### config.mk
export PLATFORM = sky130hd
export DESIGN_NAME = fetch_unit
export DESIGN_NICKNAME = d
export VERILOG_FILES = /design/src/rtl/fetch_pkg.sv /design/src/rtl/fetch_skid_buf.sv /design/src/rtl/fetch_unit.sv
export SDC_FILE = /design/constraint.sdc
export NUM_CORES = 1
export LEC_CHECK = 0
export CAP_MARGIN = 20
export CORE_AREA = 2 2 102 104
export DETAILED_ROUTE_END_ITERATION = 12
export DIE_AREA = 0 0 104 106
export PLACE_DENSITY = 0.76
export SYNTH_ARGS = -nofsm -noshare
export SYNTH_HDL_FRONTEND = slang
export SYNTH_SLANG_ARGS = --single-unit
### constraint.sdc
create_clock -name clk -period 2.15 [get_ports clk]
set_input_delay 0.43 -clock clk [delete_from_list [all_inputs] [get_ports clk]]
set_output_delay 0.43 -clock clk [all_outputs]
set_load 0.03 [all_outputs]
### src/rtl/fetch_pkg.sv
// Shared types and constants for the instruction-fetch stage.
package fetch_pkg;

   localparam int unsigned PcWidth = 16;

   localparam logic [PcWidth-1:0] NopInstr = 16'h0800;
   localparam logic [4:0]         HaltOpc  = 5'b00000;

   typedef enum logic [1:0] {
      StIdle   = 2'd0,
      StWait   = 2'd1,
      StDrain  = 2'd2,
      StHalted = 2'd3
   } fetch_state_e;

   // Instruction memory is word addressed in 16-bit units; bit 0 is never driven.
   function automatic logic [PcWidth-1:0] word_align(input logic [PcWidth-1:0] a);
      return a & ~{{(PcWidth-1){1'b0}}, 1'b1};
   endfunction

endpackage

### src/rtl/fetch_skid_buf.sv
// One-entry {instr, pcPlus2} holding buffer that absorbs a fetched word while decode stalls.
module fetch_skid_buf import fetch_pkg::*; (
   input  logic               clk,
   input  logic               rst_n,
   input  logic               load_i,
   input  logic               unload_i,
   input  logic               clear_i,
   input  logic [PcWidth-1:0] instr_i,
   input  logic [PcWidth-1:0] pc_plus2_i,
   output logic               full_o,
   output logic [PcWidth-1:0] instr_o,
   output logic [PcWidth-1:0] pc_plus2_o
);

   logic               full_q;
   logic [PcWidth-1:0] instr_q;
   logic [PcWidth-1:0] pc_plus2_q;

   // Clear (redirect) beats load, load beats unload.
   always_ff @(posedge clk or negedge rst_n) begin
      if (!rst_n) begin
         full_q     <= 1'b0;
         instr_q    <= NopInstr;
         pc_plus2_q <= '0;
      end else if (clear_i) begin
         full_q <= 1'b0;
      end else if (load_i) begin
         full_q     <= 1'b1;
         instr_q    <= instr_i;
         pc_plus2_q <= pc_plus2_i;
      end else if (unload_i) begin
         full_q <= 1'b0;
      end
   end

   assign full_o     = full_q;
   assign instr_o    = instr_q;
   assign pc_plus2_o = pc_plus2_q;

endmodule

### src/rtl/fetch_unit.sv
// Instruction-fetch stage: owns the PC, issues reads to a variable-latency instruction memory,
// and fills the IF/ID register through a one-entry skid buffer.
// Optional FETCH_PERF_CNT_EN adds saturating fetched-word and decode-stall counters.
module fetch_unit import fetch_pkg::*; #(
   parameter logic [PcWidth-1:0] RESET_PC  = 16'h0000,
   parameter logic [PcWidth-1:0] NOP_INSTR = NopInstr,
   parameter logic [4:0]         HALT_OPC  = HaltOpc
) (
   input  logic               clk,
   input  logic               rst_n,
   input  logic               stall_i,
   input  logic               redirect_i,
   input  logic [PcWidth-1:0] redirectPC_i,
   output logic               imemRd_o,
   output logic [PcWidth-1:0] imemAddr_o,
   input  logic [PcWidth-1:0] imemData_i,
   input  logic               imemDone_i,
   output logic [PcWidth-1:0] instr_o,
   output logic               valid_o,
   output logic [PcWidth-1:0] pcPlus2_o,
`ifdef FETCH_PERF_CNT_EN
   output logic [31:0]        fetchCount_o,
   output logic [31:0]        stallCycles_o,
`endif
   output logic               halted_o
);

   fetch_state_e       state_q, state_d;
   logic [PcWidth-1:0] pc_q, pc_d;
   logic [PcWidth-1:0] addr_q, addr_d;   // address of the request being drained
   logic [PcWidth-1:0] instr_q, instr_d;
   logic               valid_q, valid_d;
   logic [PcWidth-1:0] pc_plus2_q, pc_plus2_d;

   logic               skid_full, skid_load, skid_unload;
   logic [PcWidth-1:0] skid_instr, skid_pc_plus2;
   logic               req, accept, is_halt, if_free;
   logic [PcWidth-1:0] pc_inc;

   // Request, accept and next-state decode.
   always_comb begin
      pc_inc  = pc_q + 16'd2;
      if_free = !valid_q || !stall_i;
      is_halt = (imemData_i[15:11] == HALT_OPC);
      unique case (state_q)
         StIdle:          req = !skid_full && !redirect_i;
         StWait, StDrain: req = 1'b1;
         default:         req = 1'b0;
      endcase
      // Keep the request low while reset is held, even though the state reads IDLE.
      req        = req && rst_n;
      accept     = req && imemDone_i && !redirect_i && (state_q != StDrain);
      imemRd_o   = req;
      imemAddr_o = (state_q == StDrain) ? word_align(addr_q) : word_align(pc_q);

      state_d = state_q;
      pc_d    = pc_q;
      addr_d  = addr_q;
      if (redirect_i) begin
         pc_d    = word_align(redirectPC_i);
         addr_d  = imemAddr_o;
         state_d = (req && !imemDone_i) ? StDrain : StIdle;
      end else if (accept) begin
         pc_d    = pc_inc;
         state_d = is_halt ? StHalted : StIdle;
      end else if (req) begin
         if (state_q == StDrain) state_d = imemDone_i ? StIdle : StDrain;
         else                    state_d = StWait;
      end
   end

   // IF/ID register next-state and skid buffer control.
   always_comb begin
      instr_d     = instr_q;
      valid_d     = valid_q;
      pc_plus2_d  = pc_plus2_q;
      skid_load   = 1'b0;
      skid_unload = 1'b0;
      if (redirect_i) begin
         valid_d = 1'b0;
         instr_d = NOP_INSTR;
      end else if (if_free) begin
         if (skid_full) begin
            instr_d     = skid_instr;
            pc_plus2_d  = skid_pc_plus2;
            valid_d     = 1'b1;
            skid_unload = 1'b1;
         end else if (accept) begin
            instr_d    = imemData_i;
            pc_plus2_d = pc_inc;
            valid_d    = 1'b1;
         end else begin
            instr_d = NOP_INSTR;
            valid_d = 1'b0;
         end
      end else begin
         skid_load = accept;
      end
   end

   // State, PC and IF/ID registers.
   always_ff @(posedge clk or negedge rst_n) begin
      if (!rst_n) begin
         state_q    <= StIdle;
         pc_q       <= word_align(RESET_PC);
         addr_q     <= word_align(RESET_PC);
         instr_q    <= NOP_INSTR;
         valid_q    <= 1'b0;
         pc_plus2_q <= '0;
      end else begin
         state_q    <= state_d;
         pc_q       <= pc_d;
         addr_q     <= addr_d;
         instr_q    <= instr_d;
         valid_q    <= valid_d;
         pc_plus2_q <= pc_plus2_d;
      end
   end

   fetch_skid_buf u_skid (
      .clk        (clk),
      .rst_n      (rst_n),
      .load_i     (skid_load),
      .unload_i   (skid_unload),
      .clear_i    (redirect_i),
      .instr_i    (imemData_i),
      .pc_plus2_i (pc_inc),
      .full_o     (skid_full),
      .instr_o    (skid_instr),
      .pc_plus2_o (skid_pc_plus2)
   );

   assign instr_o   = instr_q;
   assign valid_o   = valid_q;
   assign pcPlus2_o = pc_plus2_q;
   assign halted_o  = (state_q == StHalted);

`ifdef FETCH_PERF_CNT_EN
   logic [31:0] fetch_cnt_q, stall_cyc_q;

   // Saturating counters: accepted words, and cycles decode holds a valid word.
   always_ff @(posedge clk or negedge rst_n) begin
      if (!rst_n) begin
         fetch_cnt_q <= '0;
         stall_cyc_q <= '0;
      end else begin
         if (accept && (fetch_cnt_q != '1))                 fetch_cnt_q <= fetch_cnt_q + 32'd1;
         if (valid_q && stall_i && (stall_cyc_q != '1))     stall_cyc_q <= stall_cyc_q + 32'd1;
      end
   end

   assign fetchCount_o  = fetch_cnt_q;
   assign stallCycles_o = stall_cyc_q;
`endif

endmodule

* Word-level counts from Yosys, hierarchy flattened
Cells that the tools add are included.
** Word-level totals
- Flip-flop bits (word level) :: 100
- Output and inout bits :: 51
- Logic and storage cells :: 65
** Operators by class
- $add $sub $neg :: 1
- Reductions and logical operators :: 22
- Muxes and demuxes :: 28
- Bitwise operators :: 1
- Eq/ne operators :: 4
** Operators by type and width (count)
- $mux W16 :: 8
- $add A16 B2 Y16 const B :: 1
- $mux W2 :: 7
- $mux W1 :: 12
- $logic_and A1 B1 Y1 :: 6
- $reduce_bool A2 Y1 :: 3
- $reduce_bool A3 Y1 :: 2
- $logic_not A1 Y1 :: 5
- $logic_not A5 Y1 :: 1
- $eq A2 B2 Y1 const B :: 2
- $reduce_and A3 Y1 :: 1
- $eq A2 B1 Y1 const B :: 1
- $logic_not A2 Y1 :: 1
- $ne A2 B2 Y1 const B :: 1
- $pmux W1 S2 :: 1
- $reduce_and A2 Y1 :: 1
- $reduce_or A2 Y1 :: 1
- $logic_or A1 B1 Y1 :: 1
- $not A1 Y1 :: 1

* Longest topological paths before layout
Gate-level depths: netlist (run 1).
- Word-level depth :: 11
- Mapped depth :: 9

* By module
Synthesis (run 1) repeated with hierarchy kept, for this count alone.
** Second synthesis, totals
- Cells, all modules :: 459
- Area total of the unflattened synthesis :: 4997.3 um2
** By module, submodules not included
- fetch_unit :: sequential area each 1627.8 um2, times used 1, cells each 386, area each 3597.2 um2
- fetch_skid_buf :: sequential area each 827.0 um2, times used 1, cells each 73, area each 1400.1 um2

* Worst setup path before layout (run 1)
OpenSTA, ideal clock, no wires.
- Kind :: register -> register
- From :: reg state_q[1]
- To :: reg pc_plus2_q[10] (netlist: pcPlus2_o[10])
- Required time :: 2025 ps
- Setup slack :: 85 ps
- Data arrival time :: 1941 ps
- Setup time :: 125 ps
- Cell stages (with the launch flop) :: 7
- Path through :: dfrtp_1 -> ha_1 -> nor2b_1 -> a31oi_1 -> buf_2 -> nor2_2 -> mux2_2
** Between the ends
- Longest elaborated chain between the ends :: 9
- Elaborated cells between the ends (all ways) :: 12
** RTL lines
- start, declared :: RTL line fetch_unit.sv:28 : fetch_state_e state_q, state_d;
- start signal, assigned :: RTL line fetch_unit.sv:104 : state_q <= StIdle;
- start signal, assigned :: RTL line fetch_unit.sv:111 : state_q <= state_d;
- $eq A2 B2 Y1 / $eq A2 B1 Y1 (equally long branches) :: RTL line fetch_unit.sv:45 : unique case (state_q)
- $reduce_or A2 Y1 :: RTL line fetch_unit.sv:45
- $pmux W1 S2 :: RTL line fetch_unit.sv:45
- $logic_and A1 B1 Y1 :: RTL line fetch_unit.sv:51 : req = req && rst_n;
- $logic_and A1 B1 Y1 (2 in series) :: RTL line fetch_unit.sv:52 : accept = req && imemDone_i && !redirect_i && (state_q != StDrain);
- $logic_and A1 B1 Y1 * :: RTL line fetch_unit.sv:52
- $reduce_bool A2 Y1 (no line) *
- $reduce_and A3 Y1 (no line) *
- end signal, assigned :: RTL line fetch_unit.sv:116 : pc_plus2_q <= pc_plus2_d;
- end, declared :: RTL line fetch_unit.sv:33 : logic [PcWidth-1:0] pc_plus2_q, pc_plus2_d;
Every way passes the cells marked *; elsewhere a longest branch is shown, timed or not.
A chain may end at the register's enable or synchronous reset.

* Worst setup path after layout (run 1)
- From :: reg state_q[0]
- To :: out imemAddr_o[10]
** Between the ends
- Longest elaborated chain between the ends :: 2
** RTL lines
- $eq A2 B2 Y1 :: RTL line fetch_unit.sv:54 : imemAddr_o = (state_q == StDrain) ? word_align(addr_q) : word_align(pc_q);
- $mux W16 :: RTL line fetch_unit.sv:54
- end, declared :: RTL line fetch_unit.sv:15 : output logic [PcWidth-1:0] imemAddr_o,
No other way between the ends.

==> flow_summary_export.csv, run 1 <==
group,metric,value,unit
clocking,htreeDepth,3,
worst_setup_path,crit_family,"buffers and inverters",
drt,ant_nets,0,
yosys,yosysSeqAreaShare,0.493,
yosys,synth_top_area_cell,"dfrtp_1",
floorplan,dieHeight,106,µm
global_route,grt_pass1_vias,3785,
worst_setup_path,crit_slowest_cell,"dfrtp_1",
placed_design,post-dp-hpwl,7630,µm
clocking,tritoncts,"built",
timing,setup_viol,5,
timing,rsz0062_at_grt,"yes",
worst_setup_path,cp_data_required_time,1720,ps
yosys,synth_ff_type,"dfrtp_1",
clocking,cts.hold.buffers_added,0,
yosys,ys_top_cells_by_count,"dfrtp_1 (94), mux2_2 (52), o21ai_0 (42)",
clocking,clk_latency,370,ps
yosys,async_flop_share,1.00,
drt,drtIter0Drc,146,
worst_setup_path,cp.arrival,1770,ps
drt,routed.top_layer,"met4",
final_layout,area_growth,31.1,%
timing,finalClockSkew,16.6,ps
yosys,synth.most_common_cell,"dfrtp_1",
yosys,avgSynthCellArea,11.0,µm²
drt,routedWlPerCell,16.3,µm
global_route,grt_max_degree,97,
floorplan,start_util,0.488,
worst_setup_path,cp-end-kind,"output port",
worst_setup_path,path_buf_inv,4,
clocking,clock-sinks,96,
clocking,clk_pin_slew,100,ps
timing,max_freq,455,MHz
clocking,cts_buffer_depth,2,
timing,setup-tns-final,-190,ps
clocking,cts_root_buffer,"clkbuf_8",
global_route,grt_pass1_wl,18700,µm
final_layout,post-route-cell-area,0.00639,mm²
yosys,synthTopCellsByArea,"dfrtp_1 (48%), mux2_2 (12%), o21ai_0 (4.3%), nand2_1 (2.9%), mux2i_1 (2.7%)",
final_layout,nNetsFinal,581,
yosys,synth_edf_count,0,
floorplan,io_pins,88,
placed_design,dp.cells,658,
final_layout,final_core_util,0.639,
worst_setup_path,critPathMaxFanout,6,
placed_design,pre_cts_slack,-67.2,ps
yosys,synth_area,0.00488,mm²
final_layout,drive_gt1_frac,0.264,
placed_design,portBuffers,84,
drt,wl_met2,5300,µm
yosys,syn_inst,442,
yosys,ys_warn_count,0,
pwr,power.density,789,mW/mm²
worst_setup_path,worstSetupStartpointType,"register",
yosys,synth-seq-cells,96,
worst_setup_path,criticalPathCategory,"reg -> out",
pwr,p_int,3.44,mW
pwr,power_frac_comb,0.299,
drt,wl,11100,µm
run_status,outcome,"finished with violations",
pwr,leakage,2.75,nW
drt,viasPerCell,5.42,
drt,wl_met1,5010,µm
pwr,power_frac_seq,0.443,
clocking,cts_buffers,9,
floorplan,die_x,104,µm
global_route,overflow,0,
drt,drc,0,
pwr,peakVddDrop,463,µV
timing,slew_viol_final,0,
job,maxCapViolCount,0,
worst_setup_path,cp_cell_sequence,"inv_2 > ha_4 > buf_12 > buf_8 > mux2_4 > buf_6",
worst_setup_path,max_stage_delay,400,ps
timing,hold_violations,0,
placed_design,place_area,0.00597,mm²
global_route,track_usage,0.209,
final_layout,instances_no_fill,681,
pwr,clockPowerShare,0.258,
drt,via_count,3691,
pwr,total_power,5.04,mW
final_layout,n_fill_cell,818,
drt,first_pass_iters,4,
timing,worst_slack,-48.7,ps
final_layout,diodes,0,
worst_setup_path,rrSetupSlack,80,ps
global_route,antenna_found_initial,0,
drt,wl_met3,675,µm
timing,finalCritPeriodShare,1.02,
floorplan,core,0.0100,mm²
timing,holdWs,155,ps
pwr,p_sw_frac,0.318,
yosys,ys_types,52,
yosys,synth_top_area_share,0.482,
floorplan,die_area,0.0110,mm²
hold_path,holdCritPathClass,"in -> async",
pwr,switchingPower,1.60,mW
run_status,violations,"negative setup slack",
timing,layout_min_cycle_time,2200,ps
placed_design,place_congestion,0.759,
floorplan,rows,37,
## cells by family (layout without fill, tap and decap cells)
| family | Yosys count | after routing | synth area share |
|---|---|---|---|
| adders and majority gates | 4 | 4 | 0.0103 |
| buffers and inverters | 41 | 143 | 0.0444 |
| DFF | 96 | 96 | 0.493 |
| AOI/OAI and AO/OA | 102 | 102 | 0.138 |
| muxes | 67 | 67 | 0.151 |
| other | 1 | 2 | 0.000769 |
| xor gates and xnor gates | 9 | 9 | 0.0162 |
| and+or+nand+nor | 122 | 122 | 0.146 |
## registers in the layout, indices dropped and copies added (netlist names)
register / count
u_skid.instr_o: 16
pcPlus2_o: 15
instr_o: 16
valid_o: 1
pc_q: 15
addr_q: 15
state_q: 2
u_skid.full_o: 1
u_skid.pc_plus2_o: 15
## timing repair
item	4_1_cts	5_1_grt
endpoints found under the setup margin	17	36
gates cloned	1	1
endpoints found under the hold margin	0	0
gates resized for setup	88	28
pin swaps	2	4
buffers inserted	2	3
## path summary, 6_finish.rpt
| path | cells past startpoint | startpoint | end |
|---|---|---|---|
| worst max-delay path | 6 | state_q[0] | imemAddr_o[10] |
| worst min-delay path | 2 | rst_n | pcPlus2_o[8] |
| worst max register to register | 9 | state_q[0] | u_skid.instr_o[6] |
| worst min register to register | 2 | instr_o[8] | instr_o[8] |
| max in group asynchronous | 2 | rst_n | pcPlus2_o[6] |
| min in group clk | 2 | redirect_i | state_q[0] |
## worst register-to-register path: cells and delay by family (launching register included)
family | cells | cell delay, ps
AO/OA/AOI/OAI | 1 | 270
adder cells (fa/ha/maj) | 1 | 200
buffers and inverters | 6 | 750
flip-flops | 1 | 380
multiplexers | 1 | 350
## routing by layer
metal / vias up / global-route usage
met3: 10 / 0.0564
li1: 1780 / -
met1: 1797 / 0.280
met5: - / 0
met4: 0 / 0.0589
met2: 104 / 0.337
## placed cells by master (no fill, tap or decap), types with 4 or more instances in the layout
cell type / count
buf_6: 17
mux2_2: 42
inv_1: 4
and2_1: 18
o211ai_1: 7
mux2i_1: 13
buf_4: 28
nor3_1: 6
a21oi_1: 7
dfrtp_1: 94
buf_12: 5
nand3_1: 12
a31oi_1: 19
nor2_1: 16
clkdlybuf4s50_1: 65
o21ai_0: 41
a221o_1: 12
xnor2_1: 7
nor3b_1: 5
clkbuf_8: 9
mux2_4: 10
nand2_1: 38
a21o_1: 5
## power by group through the flow
stage                     clock, mW  sequential [mW]  combinational (mW)
after floorplan                   0             2.44               0.625
after global placement            0             2.25                1.38
after detailed placement          0             2.27                1.40
after CTS                      1.33             2.23                1.47
after global routing           1.39             2.27                1.62
final                          1.30             2.23                1.51
## cell type report
class                   instances  area (µm²)  area share
clock buffers                  11         131      0.0205
well taps                     136         170      0.0266
clock inverters                 5        81.3      0.0127
flip-flops and latches         96        2400       0.376
multi-input cells             306        2360       0.370
inverters                       6        22.5     0.00352
repair buffers                121        1220       0.191
No activity file was read; power rests on OpenSTA's default activity.
==> run 2: changes to the inputs <==
--- a/config.mk
+++ b/config.mk
@@ -10,6 +10,7 @@
 export DETAILED_ROUTE_END_ITERATION = 12
 export DIE_AREA = 0 0 104 106
 export PLACE_DENSITY = 0.76
+export REMOVE_ABC_BUFFERS = 1
 export SYNTH_ARGS = -nofsm -noshare
 export SYNTH_HDL_FRONTEND = slang
 export SYNTH_SLANG_ARGS = --single-unit
==> flow_summary_export.csv, run 2 (same netlist as run 1, synthesis figures left out) <==
group,metric,value,unit
floorplan,core,0.0100,mm²
final_layout,mostFrequentLayoutCell,"dfrtp_1",
worst_setup_path,path_buf_inv,5,
run_status,violations,"negative setup slack",
floorplan,dieHeight,106,µm
timing,maxSlewHeadroom,0.667,
worst_setup_path,max_stage_delay,380,ps
run_status,outcome,"finished with violations",
drt,wl,11700,µm
pwr,peakVddDrop,531,µV
global_route,grt_pass1_vias,3783,
placed_design,post-dp-hpwl,7820,µm
clocking,cts_buffer_depth,2,
clocking,cts_root_buffer,"clkbuf_8",
worst_setup_path,crit_top_cell,"buf_12",
worst_setup_path,crit_family,"buffers and inverters",
global_route,antenna_found_initial,0,
worst_setup_path,cp_data_required_time,2410,ps
clocking,clk_pin_slew,100,ps
drt,routedWlPerCell,17.2,µm
final_layout,regArea,0.00240,mm²
pwr,leakage,2.78,nW
clocking,cts_buffers,9,
pwr,power.density,780,mW/mm²
final_layout,drive_gt1_frac,0.279,
drt,drc,0,
clocking,cts.hold.buffers_added,0,
drt,drtIter0Drc,141,
final_layout,area_growth,32.5,%
timing,worst_pin_slew,496,ps
clocking,clock-sinks,96,
placed_design,portBuffers,84,
timing,layout_min_cycle_time,2180,ps
clocking,htreeDepth,3,
floorplan,start_util,0.488,
global_route,track_usage,0.215,
floorplan,io_pins,88,
worst_setup_path,cp.arrival,2440,ps
timing,hold_violations,0,
placed_design,place_area,0.00600,mm²
timing,finalCritPeriodShare,1.01,
final_layout,n_fill_cell,782,
clocking,tritoncts,"built",
worst_setup_path,cp-end-kind,"register",
worst_setup_path,worstSetupStartpointType,"register",
timing,finalClockSkew,15.4,ps
clocking,clk_latency,380,ps
drt,first_pass_iters,4,
final_layout,multiInputGateArea,0.00237,mm²
timing,slew_viol_final,0,
worst_setup_path,criticalPathCategory,"reg -> reg",
timing,max_freq,460,MHz
worst_setup_path,cp_cell_sequence,"inv_2 > ha_4 > buf_12 > buf_8 > nor3b_4 > buf_6 > o211a_4 > buf_12 > mux2i_1 > a221o_1",
drt,ant_nets,0,
final_layout,post-route-cell-area,0.00646,mm²
final_layout,diodes,0,
final_layout,final_cell_mix,"dfrtp_1 (94), clkdlybuf4s50_1 (65), mux2_2 (46)",
global_route,grt_max_degree,97,
pwr,total_power,5.04,mW
worst_setup_path,crit_slowest_cell,"dfrtp_1",
global_route,grt_pass1_wl,19000,µm
floorplan,die_x,104,µm
hold_path,holdCritPathClass,"in -> async",
global_route,overflow,0,
timing,worst_slack,-26.1,ps
floorplan,die_area,0.0110,mm²
final_layout,final_core_util,0.646,
drt,via_count,3823,
worst_setup_path,rrSetupSlack,-30,ps
drt,viasPerCell,5.59,
final_layout,nNetsFinal,584,
timing,setup_viol,3,
worst_setup_path,critPathMaxFanout,7,
floorplan,rows,37,
placed_design,place_congestion,0.815,
job,maxCapViolCount,0,
timing,rsz0062_at_grt,"yes",
[run 2: layer usage]
layer	wire, µm	GRT usage
met2	5780	0.359
met3	552	0.0429
met1	5230	0.286
met4	172	0.0598
met5	0	0
[run 2: worst reg2reg max path: stages (launching register included)]
cell	delay (ps)
dfrtp_1	380
inv_2	60
ha_4	180
buf_12	150
buf_8	120
nor3b_4	220
buf_6	160
o211a_4	220
buf_12	150
mux2i_1	80
a221o_1	330
[run 2: layout make-up]
type | instances | area share
clock buffers | 11 | 0.0234
clock inverters | 5 | 0.00987
well taps | 136 | 0.0263
repair buffers | 124 | 0.197
multi-input cells | 306 | 0.367
flip-flops and latches | 96 | 0.372
inverters | 6 | 0.00348
[run 2: path summary, 6_finish.rpt]
check | startpoint | endpoint | depth (start not counted)
setup / recovery | state_q[0] | pc_q[13] | 10
hold / removal | rst_n | u_skid.instr_o[0] | 2
setup reg to reg | state_q[0] | pc_q[13] | 10
hold reg to reg | instr_o[2] | instr_o[2] | 2
max in group asynchronous | rst_n | instr_o[11] | 2
min in group clk | instr_o[2] | instr_o[2] | 2
[run 2: repair_timing]
action	in CTS	in global routing
pin swaps	2	7
cloned	0	2
setup buffers	2	4
endpoints found under the setup margin	43	38
gates resized for setup	80	54
[run 2: through the flow]
| stage | setup TNS, ps | hold WS (ps) | worst slack, ps | cells |
|---|---|---|---|---|
| detailed placement | -1910 | 467 | -82.8 | 660 |
| global route | -980 | 165 | -91.6 | 684 |
| global placement | -890 | 460 | -73.0 | 660 |
| floorplan | -4310 | 134 | -248 | 408 |
| CTS | -22.0 | 156 | -22.0 | 678 |
| finish | -34.0 | 113 | -26.1 | 684 |
[run 2: power by group]
part / internal (mW) / switching, mW
sequential: 2.06 / 0.174
clock: 0.610 / 0.664
combinational: 0.730 / 0.806
total: 3.39 / 1.64
==> run 3: changes to the inputs <==
--- a/config.mk
+++ b/config.mk
@@ -5,11 +5,10 @@
 export SDC_FILE = /design/constraint.sdc
 export NUM_CORES = 1
 export LEC_CHECK = 0
-export CAP_MARGIN = 20
 export CORE_AREA = 2 2 102 104
 export DETAILED_ROUTE_END_ITERATION = 12
 export DIE_AREA = 0 0 104 106
-export PLACE_DENSITY = 0.76
+export PLACE_DENSITY = 0.73
 export REMOVE_ABC_BUFFERS = 1
 export SYNTH_ARGS = -nofsm -noshare
 export SYNTH_HDL_FRONTEND = slang
==> flow_summary_export.csv, run 3 (same netlist as run 1, synthesis figures left out) <==
group,metric,value,unit
run_status,violations,"negative setup slack",
clocking,cts_buffers,9,
final_layout,diodes,0,
worst_setup_path,cp_data_required_time,1720,ps
pwr,power_frac_comb,0.301,
floorplan,die_area,0.0110,mm²
drt,viasPerCell,5.56,
worst_setup_path,worstSetupStartpointType,"register",
timing,worst_slack,-16.3,ps
worst_setup_path,r2r_cells,10,
worst_setup_path,crit_slowest_cell,"dfrtp_1",
drt,drtIter0Drc,163,
final_layout,drive_gt1_frac,0.281,
clocking,cts_root_buffer,"clkbuf_8",
timing,setup-tns-final,-51.0,ps
drt,via_count,3762,
floorplan,core,0.0100,mm²
timing,layout_min_cycle_time,2170,ps
pwr,p_sw_frac,0.317,
global_route,grt_pass1_wl,18500,µm
timing,hold_violations,0,
pwr,power_frac_seq,0.436,
timing,slew_viol_final,0,
timing,finalCritPeriodShare,1.01,
pwr,clockPowerShare,0.263,
pwr,power.density,796,mW/mm²
job,maxCapViolCount,0,
clocking,cts.hold.buffers_added,0,
pwr,leakage,2.76,nW
drt,first_pass_iters,5,
timing,holdWs,115,ps
floorplan,dieHeight,106,µm
final_layout,final_core_util,0.649,
worst_setup_path,cp.arrival,1740,ps
clocking,clk_latency,370,ps
worst_setup_path,cp_cell_sequence,"inv_2 > ha_4 > buf_12 > mux2_2 > buf_4",
global_route,antenna_found_initial,0,
clocking,cts_buffer_depth,2,
timing,maxSlewHeadroom,0.623,
final_layout,final_cell_mix,"dfrtp_1 (94), clkdlybuf4s50_1 (65), o21ai_0 (39)",
worst_setup_path,critPathMaxFanout,8,
drt,ant_nets,0,
pwr,total_power,5.17,mW
final_layout,n_fill_cell,823,
pwr,p_int,3.53,mW
drt,routedWlPerCell,17.3,µm
timing,setup_viol,8,
worst_setup_path,path_buf_inv,3,
run_status,outcome,"finished with violations",
timing,max_freq,462,MHz
worst_setup_path,cp-end-kind,"output port",
global_route,overflow,0,
global_route,track_usage,0.209,
worst_setup_path,max_stage_delay,420,ps
final_layout,nNetsFinal,577,
placed_design,portBuffers,84,
timing,worst_pin_slew,560,ps
worst_setup_path,crit_family,"flip-flops",
floorplan,rows,37,
global_route,grt_pass1_vias,3674,
clocking,clock-sinks,96,
drt,wl,11700,µm
placed_design,post-dp-hpwl,7460,µm
timing,finalClockSkew,16.1,ps
pwr,switchingPower,1.64,mW
drt,drc,0,
final_layout,area_growth,33.0,%
pwr,peakVddDrop,448,µV
floorplan,die_x,104,µm
floorplan,start_util,0.488,
global_route,grt_max_degree,97,
hold_path,holdCritPathClass,"in -> async",
worst_setup_path,criticalPathCategory,"reg -> out",
placed_design,place_congestion,0.764,
worst_setup_path,worstSetupPathDepth,5,
timing,rsz0062_at_grt,"yes",
clocking,htreeDepth,3,
final_layout,mostFrequentLayoutCell,"dfrtp_1",
floorplan,io_pins,88,
clocking,clk_pin_slew,100,ps
clocking,tritoncts,"built",
run 3: power by group through the flow:
stage	logic (mW)	clock network (mW)	registers [mW]
CTS	1.45	1.37	2.24
floorplan	0.570	0	2.45
global placement	1.38	0	2.26
global route	1.65	1.44	2.29
detailed placement	1.41	0	2.28
finish	1.56	1.36	2.25
run 3: repair_timing:
| item | CTS | global route |
|---|---|---|
| setup buffers | 5 | 2 |
| pin swaps | 2 | 10 |
| resized for setup | 109 | 44 |
| setup endpoints to repair | 43 | 59 |
| gates cloned | 1 | 1 |
| hold endpoints to repair | 0 | 0 |
run 3: worst paths after layout:
| kind | startpoint | endpoint | slack [ps] |
|---|---|---|---|
| max | state_q[0] | imemAddr_o[14] | -20 |
| min | rst_n | instr_o[0] | 110 |
| max reg2reg | state_q[0] | pcPlus2_o[6] | -10 |
| min reg2reg | instr_o[5] | instr_o[5] | 480 |
| max in group asynchronous | rst_n | instr_o[11] | 1620 |
| min in group clk | instr_o[5] | instr_o[5] | 480 |
run 3: cell type report:
type                    instances  area, µm²  area share
multi-input cells             306       2440       0.376
flip-flops and latches         96       2400       0.371
repair buffers                117       1220       0.188
well taps                     136        170      0.0262
clock buffers                  11        151      0.0233
clock inverters                 5       78.8      0.0121
inverters                       6       22.5     0.00347
run 3: metal layers:
| layer | share of wire | global-route usage | vias up |
|---|---|---|---|
| li1 | - | - | 1768 |
| met2 | 0.49 | 0.338 | 94 |
| met5 | 0 | 0 | - |
| met3 | 0.039 | 0.0319 | 11 |
| met4 | 0.011 | 0.0685 | 0 |
| met1 | 0.46 | 0.291 | 1889 |
run 3: per-stage QoR:
| step | setup slack (ps) | instances | instance area [µm²] |
|---|---|---|---|
| after CTS | -34.5 | 676 | 6310 |
| final | -16.3 | 677 | 6490 |
| after detailed placement | -83.1 | 654 | 5940 |
| after global routing | -106 | 677 | 6490 |
| after global placement | -12.5 | 654 | 5940 |
| after floorplan | -248 | 408 | 4690 |
